===== src/rtl/i2s_pkg.sv =====
// rtl/i2s_pkg.sv - shared constants and helpers for the I2S input front end
package i2s_pkg;

  // Width of the per-half shift counter and the bits_per_half report
  localparam int BITCNT_W = 6;

  // Front-end link states
  typedef logic [1:0] state_t;
  localparam state_t ST_IDLE    = 2'd0;
  localparam state_t ST_ACQUIRE = 2'd1;
  localparam state_t ST_LOCKED  = 2'd2;

  // Saturating increment so a runaway half reports 63 instead of wrapping
  function automatic logic [BITCNT_W-1:0] bitcnt_inc(input logic [BITCNT_W-1:0] v);
    return (v == {BITCNT_W{1'b1}}) ? v : v + BITCNT_W'(1);
  endfunction

endpackage


===== src/rtl/i2s_sync.sv =====
// rtl/i2s_sync.sv - multi-stage single-bit synchronizer with async reset
module i2s_sync #(
  parameter int STAGES = 2
) (
  input  logic clk,
  input  logic reset,
  input  logic d,
  output logic q
);

  logic [STAGES-1:0] chain;

  // Shift the raw input through STAGES flops into the clk domain
  always_ff @(posedge clk or posedge reset) begin
    if (reset) begin
      chain <= '0;
    end else begin
      chain <= {chain[STAGES-2:0], d};
    end
  end

  assign q = chain[STAGES-1];

endmodule


===== src/rtl/i2s_strobe_gen.sv =====
// rtl/i2s_strobe_gen.sv - I2S input sync, shift/load strobes and frame lock tracking
module i2s_strobe_gen
  import i2s_pkg::*;
#(
  parameter int SYNC_STAGES  = 2,
  parameter int MIN_BITS     = 16,
  parameter int MAX_BITS     = 32,
  parameter int LOCK_HALVES  = 4,
  parameter int TIMEOUT_CLKS = 1024
) (
  input  logic                clk,
  input  logic                reset,
  input  logic                i2s_bclk,
  input  logic                i2s_lrclk,
  input  logic                i2s_data,
  output logic                i2s_lrclk_s,
  output logic                i2s_data_s,
  output logic                i2s_data_shift_strobe,
  output logic                i2s_data_load_strobe,
  output logic                locked,
  output logic                frame_error,
  output logic [BITCNT_W-1:0] bits_per_half
);

  localparam int PRIME_W = $clog2(SYNC_STAGES + 2);
  localparam int TMO_W   = $clog2(TIMEOUT_CLKS + 1);
  localparam int GOOD_W  = $clog2(LOCK_HALVES + 1);

  logic                bclk_s;
  logic                bclk_prev;
  logic                lrclk_prev;
  logic [PRIME_W-1:0]  prime_cnt;
  logic                primed;
  logic                shift;
  logic                lr_edge;
  logic                pending;
  logic                load_arm;
  logic                load;
  logic                timeout;
  logic                half_good;
  logic                have_prev;
  logic [BITCNT_W-1:0] bit_cnt;
  logic [TMO_W-1:0]    tmo_cnt;
  logic [GOOD_W-1:0]   good_cnt;
  state_t              state;

  // Same depth on all three inputs keeps bclk, lrclk and data mutually aligned
  i2s_sync #(.STAGES(SYNC_STAGES)) u_sync_bclk (
    .clk   (clk),
    .reset (reset),
    .d     (i2s_bclk),
    .q     (bclk_s)
  );

  i2s_sync #(.STAGES(SYNC_STAGES)) u_sync_lrclk (
    .clk   (clk),
    .reset (reset),
    .d     (i2s_lrclk),
    .q     (i2s_lrclk_s)
  );

  i2s_sync #(.STAGES(SYNC_STAGES)) u_sync_data (
    .clk   (clk),
    .reset (reset),
    .d     (i2s_data),
    .q     (i2s_data_s)
  );

  // Previous-value flops for edge detection, plus a short priming count so the
  // zeros left in the chains by reset are never mistaken for a real edge
  always_ff @(posedge clk or posedge reset) begin
    if (reset) begin
      bclk_prev  <= 1'b0;
      lrclk_prev <= 1'b0;
      prime_cnt  <= '0;
    end else begin
      bclk_prev  <= bclk_s;
      lrclk_prev <= i2s_lrclk_s;
      if (!primed) begin
        prime_cnt <= prime_cnt + PRIME_W'(1);
      end
    end
  end

  assign primed  = (prime_cnt == PRIME_W'(SYNC_STAGES + 1));
  assign shift   = primed && bclk_s && !bclk_prev;
  assign lr_edge = primed && (i2s_lrclk_s != lrclk_prev);
  assign timeout = !shift && (tmo_cnt == TMO_W'(TIMEOUT_CLKS - 1));
  assign load    = load_arm && (state != ST_IDLE);

  // A half is good when its length is in range and matches the previous half
  assign half_good = have_prev
                  && (bit_cnt >= BITCNT_W'(MIN_BITS))
                  && (bit_cnt <= BITCNT_W'(MAX_BITS))
                  && (bit_cnt == bits_per_half);

  assign i2s_data_shift_strobe = shift;
  assign i2s_data_load_strobe  = load;
  assign locked                = (state == ST_LOCKED);
  assign frame_error           = load && (state == ST_LOCKED) && !half_good;

  // Pending load: the first rise after an lrclk edge carries the old word's
  // LSB, so the load fires one clk after that rise once the shift has landed
  always_ff @(posedge clk or posedge reset) begin
    if (reset) begin
      pending  <= 1'b0;
      load_arm <= 1'b0;
    end else if (timeout) begin
      pending  <= 1'b0;
      load_arm <= 1'b0;
    end else begin
      load_arm <= shift && (pending || lr_edge);
      if (lr_edge) begin
        pending <= 1'b1;
      end else if (load_arm) begin
        pending <= 1'b0;
      end
    end
  end

  // Count shifts per half and publish the length at each load
  always_ff @(posedge clk or posedge reset) begin
    if (reset) begin
      bit_cnt       <= '0;
      bits_per_half <= '0;
    end else if (timeout) begin
      bit_cnt <= '0;
    end else if (load) begin
      bits_per_half <= bit_cnt;
      bit_cnt       <= '0;
    end else if (shift) begin
      bit_cnt <= bitcnt_inc(bit_cnt);
    end
  end

  // Idle watchdog: restarts on every bclk rise, saturates once expired
  always_ff @(posedge clk or posedge reset) begin
    if (reset) begin
      tmo_cnt <= '0;
    end else if (shift) begin
      tmo_cnt <= '0;
    end else if (tmo_cnt != TMO_W'(TIMEOUT_CLKS)) begin
      tmo_cnt <= tmo_cnt + TMO_W'(1);
    end
  end

  // Lock state machine; timeout overrides any load evaluation in the same cycle
  always_ff @(posedge clk or posedge reset) begin
    if (reset) begin
      state     <= ST_IDLE;
      good_cnt  <= '0;
      have_prev <= 1'b0;
    end else if (timeout) begin
      state     <= ST_IDLE;
      good_cnt  <= '0;
      have_prev <= 1'b0;
    end else begin
      case (state)
        ST_IDLE: begin
          if (shift) begin
            state <= ST_ACQUIRE;
          end
        end
        ST_ACQUIRE: begin
          if (load) begin
            have_prev <= 1'b1;
            if (half_good) begin
              good_cnt <= good_cnt + GOOD_W'(1);
              if (good_cnt == GOOD_W'(LOCK_HALVES - 1)) begin
                state <= ST_LOCKED;
              end
            end else begin
              good_cnt <= '0;
            end
          end
        end
        ST_LOCKED: begin
          if (load) begin
            have_prev <= 1'b1;
            if (!half_good) begin
              good_cnt <= '0;
              state    <= ST_ACQUIRE;
            end
          end
        end
        default: begin
          state    <= ST_IDLE;
          good_cnt <= '0;
        end
      endcase
    end
  end

endmodule


===== config.mk =====
export PLATFORM = sky130hd
export DESIGN_NAME = i2s_strobe_gen
export DESIGN_NICKNAME = d
export VERILOG_FILES = /design/src/rtl/i2s_pkg.sv /design/src/rtl/i2s_sync.sv /design/src/rtl/i2s_strobe_gen.sv
export SDC_FILE = /design/constraint.sdc
export NUM_CORES = 1
export LEC_CHECK = 0
export ABC_AREA = 1
export CORE_MARGIN = 2
export CORE_UTILIZATION = 30
export CTS_CLUSTER_SIZE = 16
export DETAILED_ROUTE_END_ITERATION = 6
export DONT_BUFFER_PORTS = 1
export SYNTH_ARGS = -nofsm -noshare
export SYNTH_HDL_FRONTEND = slang
export SYNTH_SLANG_ARGS = --single-unit

===== constraint.sdc =====
create_clock -name clk -period 1.79 [get_ports clk]
set_clock_uncertainty 0.15 [all_clocks]
set_input_delay 0.537 -clock clk [delete_from_list [all_inputs] [get_ports clk]]
set_output_delay 0.537 -clock clk [all_outputs]
set_load 0.03 [all_outputs]

Yosys cells after proc, flatten, opt, wreduce, memory -nomap -nowiden
Index checks and enable logic that the tools add are counted.
- register bits after elaboration: 41
- word-level logic and storage cells: 93
- input bits: 5
- output and inout bits: 12
- eq/ne operators: 17
- reductions and logical operators: 28
- $lt $le $gt $ge: 2
- bitwise gates (word level): 1
- multiplexer cells: 27
- add/subtract/negate cells: 4
- operators with widths (cell ; number):
    $mux W6 ; 4
    $mux W11 ; 2
    $ne A3 B3 Y1 const B ; 6
    $mux W3 ; 5
    $mux W2 ; 7
    $add A11 B1 Y11 const B ; 1
    $eq A11 B10 Y1 const B ; 1
    $logic_and A1 B1 Y1 ; 11
    $ne A11 B11 Y1 const B ; 1
    $pmux W3 S3 ; 1
    $reduce_bool A2 Y1 ; 4
    $mux W1 ; 7
    $add A6 B1 Y6 const B ; 1
    $eq A6 B6 Y1 ; 1
    $eq A6 B6 Y1 const B ; 1
    $ge A6 B5 Y1 const B ; 1
    $le A6 B6 Y1 const B ; 1
    $pmux W2 S3 ; 1
    $reduce_and A2 Y1 ; 3
    $reduce_and A6 Y1 ; 1
    $reduce_bool A3 Y1 ; 2
    $eq A2 B2 Y1 const B ; 2
    $reduce_and A4 Y1 ; 1
    $add A3 B1 Y3 const B ; 1
    11 further kinds ; 13

Depth between registers and ports, before layout
Gate-level depths: netlist (run 1).
- depth in word-level cells: 8
- mapped depth: 12
- gate-level depth less buffers: 12

By module
A second synthesis (run 1) with hierarchy kept.
- cell total of the unflattened synthesis: 245
- area, all modules: 2103.3 µm²
- by module, submodules not included (module ; instances ; area each (µm²) ; cells an instance ; sequential area each (µm²)):
    i2s_strobe_gen ; 1 ; 1941.9 ; 236 ; 875.8
    i2s_sync ; 3 ; 53.8 ; 3 ; 50.0

Worst setup path after synthesis (run 1)
Ideal clock, no wire load.
- path kind: register to output
- start point: reg state[0]
- end point: out frame_error
- data arrival time: 1884 ps
- buffers on the path: 0
- required time: 1103 ps
- path slack: -781 ps
- cell stages (with the launch flop): 5
- path through: dfrtp_1 inv_1 ha_1 inv_1 nor4_1
- elaborated cells on any way between the ends: 5
- those cells by class: eq/ne: 1; reduce/logical: 4
- RTL lines (what ; RTL line ; source):
    start, declared ; i2s_strobe_gen.sv:45 ; state_t state;
    start signal, assigned ; i2s_strobe_gen.sv:150 ; state <= ST_IDLE;
    start signal, assigned ; i2s_strobe_gen.sv:154 ; state <= ST_IDLE;
    start signal, assigned ; i2s_strobe_gen.sv:161 ; state <= ST_ACQUIRE;
    $eq A2 B2 Y1 ; -- ;
    net locked ; i2s_strobe_gen.sv:20 ; output logic locked,
    $logic_and A1 B1 Y1 (2 in a row) ; i2s_strobe_gen.sv:100 ; assign frame_error = load && (state == ST_LOCKED) && !half_good;
    end, declared ; i2s_strobe_gen.sv:21 ; output logic frame_error,
The timed path passes the listed nets, and every way through them passes these cells.

Final worst setup path (run 1)
- start point: reg bit_cnt[0]
- end point: out frame_error
- longest elaborated chain between the ends: 6
- elaborated cells on any way between the ends: 8
- those cells by class: order compare: 2; eq/ne: 1; reduce/logical: 5
- RTL lines (what ; RTL line ; source):
    start, declared ; i2s_strobe_gen.sv:42 ; logic [BITCNT_W-1:0] bit_cnt;
    start signal, assigned ; i2s_strobe_gen.sv:132 ; bit_cnt <= bitcnt_inc(bit_cnt);
    $ge A6 B5 Y1 ; i2s_strobe_gen.sv:93 ; && (bit_cnt >= BITCNT_W'(MIN_BITS))
    $logic_and A1 B1 Y1 ; i2s_strobe_gen.sv:93 ;
    $logic_and A1 B1 Y1 ; i2s_strobe_gen.sv:94 ; && (bit_cnt <= BITCNT_W'(MAX_BITS))
    $logic_and A1 B1 Y1 (*) ; i2s_strobe_gen.sv:95 ; && (bit_cnt == bits_per_half);
    $logic_not A1 Y1 (*) ; -- ;
    $logic_and A1 B1 Y1 (*) ; i2s_strobe_gen.sv:100 ;
Every way passes the cells marked *; elsewhere a longest branch is shown, timed or not.

==> impl_metrics.yaml, run 1 <==
clock_network:
  cts_tree: "done"
  cts_buffers: 5
  clkTransAtPathRegs_ps: 80
  cts.sinks: 41
  h-tree-depth: 2
  cts-root-buf: "clkbuf_8"
  clock_path_buffers: 2
  clkLatencyLatePin_ps: 300
routing:
  drc_errors: 0
  routed_via_density: 4.52
  vias: 2014
  top_layer_used: "met4"
  drt_iter0_drc: 64
  postRouteAntennaNets: 0
  drtPass1Iterations: 4
  wl_met2_um: 2700
  wl_per_cell_um: 11.8
  dr_wl_met3_um: 144
  routed_wl_um: 5250
  wl_met1_um: 2360
die:
  start_util_pct: 30.9
  std_cell_rows: 31
  die-width_um: 90.1
  die-area_sq_um: 8120
  num_io_pins: 17
  core-area_sq_um: 7210
  die_h_um: 90.1
layout:
  diodes: 0
  area_growth_syn_to_layout_pct: 47.9
  multi_input_area_sq_um: 1240
  drive_gt1_share_pct: 40.9
  final_util_pct: 45.6
  nets: 361
  regArea_sq_um: 1030
  fillers: 715
place:
  dp_hpwl_um: 3510
  place_congestion: 0.842
  portBuffers: 0
global_routing:
  antenna_found_initial: 0
  grt_overflow: 0
  grt_max_degree: 40
  grt_pass1_vias: 1954
  grt_usage_pct: 13.2
  grt_pass1_wl_um: 8760
synthesis:
  synth_top_area_share_pct: 46.1
  yosys_warnings: 0
  synth.area.top_cells: "dfrtp_1 (46%), nand2_1 (10%), ha_1 (5.6%)"
  async_flop_share_pct: 100
  syn_avg_cell_area_sq_um: 8.27
  netlist_instances: 269
  synth_area_leader_cell: "dfrtp_1"
  synthFlopType: "dfrtp_1"
  syn_nets: 284
  synthTopCellsByCount: "nand2_1 (61), dfrtp_1 (41), inv_1 (32)"
  ys_ff_latch: 41
  yosysMostFrequentCell: "nand2_1"
  synth_area_sq_um: 2230
  synth_edf_count: 0
  synth_cell_types: 31
  ys_seq_area_share_pct: 46.1
worst_hold_path:
  hp-class: "input port to register"
timing:
  max_freq_mhz: 443
  finalSetupViolCount: 11
  maxSlewViolCount: 0
  tns_ps: -785
  period_minus_slack_ps: 2260
  rsz0062_at_grt: "yes"
  worstMarginPinSlew_ps: 516
  min_period_over_period_pct: 126
  hold_viol: 0
  slew_headroom_pct: 65.4
  fin_ws_ps: -469
pwr:
  powerDensity_nw_per_um2: 1130
  p_total_uw: 3720
  leakage_uw: 0.00157
  vdd_drop_max_mv: 0.478
critical_path:
  cp_max_fo: 2
  cp_data_required_time_ps: 1100
  worstSetupPathType: "register to output port"
  crit_arrival_ps: 1570
  critPathLaunchType: "register"
  end_kind: "output port"
status:
  outcome: "complete, but fails checks"
  violations: "negative setup slack"
run:
  maxCapViolations: 0
cell families (layout without fill, tap and decap cells):
group / after synthesis / after routing / synth area share (%)
AO/OA/AOI/OAI: 35 / 35 / 8.60
buffers and inverters: 39 / 117 / 6.63
AND/OR/NAND/NOR: 141 / 141 / 31.9
flip-flops: 41 / 41 / 46.1
adder cells (fa/ha/maj): 10 / 10 / 5.62
XOR/XNOR: 3 / 3 / 1.18
final timing paths:
kind                                                 from                              to  slack, ps  cells past startpoint
setup reg to reg                 prime_cnt[0]$_DFFE_PP0P_          bit_cnt[5]$_DFFE_PP0P_        -40                     11
min in group asynchronous                           reset  u_sync_data.chain[0]$_DFF_PP0_        420                      2
max in group asynchronous                           reset    bits_per_half[2]$_DFFE_PP0P_        630                      3
hold reg to reg            u_sync_data.chain[0]$_DFF_PP0_  u_sync_data.chain[1]$_DFF_PP0_        200                      0
setup / recovery                   bit_cnt[0]$_DFFE_PP0P_                     frame_error       -470                      8
hold / removal                                   i2s_bclk  u_sync_bclk.chain[0]$_DFF_PP0_        110                      0
area by class of cell:
| cell class | instances | area share [%] |
|---|---|---|
| tap | 99 | 3.76 |
| timing repair buffer | 72 | 20.1 |
| clock buffer | 6 | 2.20 |
| sequential | 41 | 31.3 |
| clock inverter | 2 | 0.304 |
| inverter | 37 | 4.60 |
| multi-input combinational | 189 | 37.7 |
worst max-delay path, stage by stage, from the launching register on:
cell and delay (ps):
dfrtp_1 390, buf_4 140, nand2_1 80, nand2_1 60, nor2_1 130, nand3_1 130, nor2_4 140, nor4_4 50
buf_6 140
sequential cells by signal, summed over array words and instances (netlist names), 2 cells and up:
| signal | count |
|---|---|
| bit_cnt | 6 |
| u_sync_lrclk.chain | 2 |
| u_sync_bclk.chain | 2 |
| state | 2 |
| good_cnt | 3 |
| prime_cnt | 2 |
| u_sync_data.chain | 2 |
| bits_per_half | 6 |
| tmo_cnt | 11 |
where the power goes:
part / switching, uW / internal, uW / leakage, uW / total, uW
Clock: 349 / 271 / 0.0000450 / 620
Combinational: 1020 / 880 / 0.00101 / 1900
Sequential: 127 / 1070 / 0.000513 / 1200
per-stage QoR:
stage | setup WS, ps | cell area [sq um] | instances | hold slack, ps
final | -469 | 3290 | 446 | 110
after global routing | -549 | 3290 | 446 | 87.9
after CTS | -463 | 3110 | 439 | 99.2
after detailed placement | -218 | 2810 | 417 | 172
after global placement | -182 | 2810 | 417 | 167
after floorplan | -152 | 2290 | 269 | 181
timing repair:
item / 4_1_cts / 5_1_grt
cloned: 0 / 1
setup endpoints to repair: 10 / 24
pin swaps: 18 / 19
setup buffers: 14 / 6
gates resized for setup: 23 / 39
hold buffers: 1 / 0
hold endpoints to repair: 2 / 0
cells in the final DEF, fill, tap and decap left out, drive strengths merged, types with 2 or more instances in the layout:
master  instances
nor3            9
nand2          67
clkbuf          7
dfrtp          41
ha             10
clkinv          3
nand3          14
inv            36
nand4           7
nor4            2
buf            70
xor2            2
a21oi          14
nor2           40
o21bai          2
o21ai          16
per-layer routing:
layer | GRT usage, % | vias to the layer above
met4 | 3.85 | 0
met3 | 3.10 | 6
met2 | 22.6 | 25
met5 | 0 | -
li1 | - | 1022
met1 | 16.6 | 961
Note: power is estimated with default switching activity, not from simulation.
==> run 2, diff against run 1 <==
CAP_MARGIN = 20   (was unset)
SLEW_MARGIN = 20   (was unset)
clock period = 2.9 ns   (was 1.79 ns; I/O delays follow)
==> run 2 against run 1 <==
  * The run now ends clean
  * Utilization shrank 11 points
  * Routed wire length fell by 21%
  * Cell count is 15% lower
  * Clock power is 40% lower
  * Largest cell class unchanged
==> impl_metrics.yaml, run 2 (synthesized netlist as in run 1, its figures left out) <==
status:
  outcome: "finished clean"
timing:
  rsz0062_at_grt: "no"
  maxSlewViolCount: 0
  slew_headroom_pct: 64.0
  max_freq_mhz: 367
  worstMarginPinSlew_ps: 540
  period_minus_slack_ps: 2720
  hold_viol: 0
  min_period_over_period_pct: 94.0
  finalSetupViolCount: 0
  hold_slack_ps: 203
  tns_ps: 0
place:
  portBuffers: 0
  post_dp_cell_area_sq_um: 2380
  place_congestion: 0.815
  dp_hpwl_um: 3100
global_routing:
  antenna_found_initial: 0
  grt_pass1_wl_um: 7400
  grt_overflow: 0
  grt_usage_pct: 11.3
  grt_max_degree: 42
  grt_pass1_vias: 1604
layout:
  stdcell_area_sq_um: 2480
  final_common_cell: "nand2_1"
  largest_reg_flops: 11
  top_regs: "tmo_cnt (11), bit_cnt (6), bits_per_half (6)"
  layout_common_cells: "nand2_1 (61), dfrtp_1 (41), nor2_1 (31)"
  diodes: 0
  regMostFlops: "tmo_cnt"
  nets: 295
  drive_gt1_share_pct: 14.6
  area_growth_syn_to_layout_pct: 11.4
pwr:
  swShare_pct: 41.6
  vdd_drop_max_mv: 0.301
  internal_power_uw: 1060
  power_switching_uw: 756
  seq_power_share_pct: 43.4
  p_total_uw: 1820
  combPwrFrac_pct: 36.1
  powerDensity_nw_per_um2: 732
  leakage_uw: 0.00119
  power_frac_clock_pct: 20.6
clock_network:
  clkLatencyLatePin_ps: 300
  hold_buffers: 0
  h-tree-depth: 2
  cts.sinks: 41
  cts_tree: "done"
  cts-root-buf: "clkbuf_8"
  cts_buffers: 5
  clkTransAtPathRegs_ps: 80
  clock_path_buffers: 2
critical_path:
  cp_max_fo: 5
  cp_data_required_time_ps: 1880
  end_kind: "output port"
  critPathLaunchType: "register"
  worstSetupPathType: "register to output port"
  crit_arrival_ps: 1700
routing:
  wl_per_cell_um: 11.0
  postRouteAntennaNets: 0
  drc_errors: 0
  drtPass1Iterations: 4
  routed_via_density: 4.47
  routed_wl_um: 4170
  vias: 1697
  drt_iter0_drc: 99
run:
  maxCapViolations: 0
die:
  die-width_um: 90.1
  die_h_um: 90.1
  std_cell_rows: 31
  start_util_pct: 30.9
  core-area_sq_um: 7210
  die-area_sq_um: 8120
  num_io_pins: 17
worst_hold_path:
  hp-class: "register to register"
run 2: metrics by stage:
stage	utilization (%)	instances	setup slack, ps
floorplan	-	269	322
global placement	33.1	371	395
detailed placement	33.1	371	371
CTS	34.2	379	28.4
global route	34.4	380	27.3
finish	34.4	380	175
run 2: final cells by class:
cell class | count | area [sq um]
Clock inverter | 2 | 10.0
Timing Repair Buffer | 6 | 45.0
Multi-Input combinational cell | 189 | 1060
Tap cell | 99 | 124
Inverter | 37 | 139
Sequential cell | 41 | 1030
Fill cell | 786 | 4730
Clock buffer | 6 | 72.6
run 2: final timing paths:
| check | start | end | slack (ps) | cells after the start |
|---|---|---|---|---|
| setup reg to reg | prime_cnt[0]$_DFFE_PP0P_ | state[0]$_DFFE_PP0P_ | 860 | 11 |
| setup / recovery | bits_per_half[0]$_DFFE_PP0P_ | frame_error | 180 | 8 |
| min in group asynchronous | reset | u_sync_data.chain[1]$_DFF_PP0_ | 430 | 2 |
| hold reg to reg | u_sync_lrclk.chain[0]$_DFF_PP0_ | u_sync_lrclk.chain[1]$_DFF_PP0_ | 200 | 0 |
| hold / removal | u_sync_lrclk.chain[0]$_DFF_PP0_ | u_sync_lrclk.chain[1]$_DFF_PP0_ | 200 | 0 |
| max in group asynchronous | reset | bits_per_half[2]$_DFFE_PP0P_ | 1780 | 2 |
run 2: per-layer routing:
layer / track usage (%) / wire, um
met4: 5.64 / 85
met2: 17.9 / 1900
met1: 14.2 / 2020
met3: 2.93 / 162
met5: 0 / 0
run 2: repair_timing:
| item | 4_1_cts | 5_1_grt |
|---|---|---|
| gates resized for setup | 0 | 4 |
| setup buffers | 0 | 1 |
| endpoints found under the setup margin | 0 | 1 |
| endpoints found under the hold margin | 0 | 0 |
run 2: worst max-delay path, stage by stage (launching register included):
cell     delay [ps]
dfrtp_1         580
inv_1           100
nand2_1          70
nand2_1          50
nor2_1          110
nand3_1         130
nor2_4          150
nor4_2           60
buf_4           170
run 2: power by group through the flow:
stage,Clock [uW],Combinational (uW),Sequential (uW)
after global routing,404,753,802
after floorplan,0,507,789
after detailed placement,0,646,801
after CTS,391,648,790
after global placement,0,634,797
final,374,655,787
==> run 3, diff against run 2 <==
HOLD_SLACK_MARGIN = 0.05   (was unset)
==> results of run 3 <==
The final DEF is identical to that of run 2; final timing and power are the same.
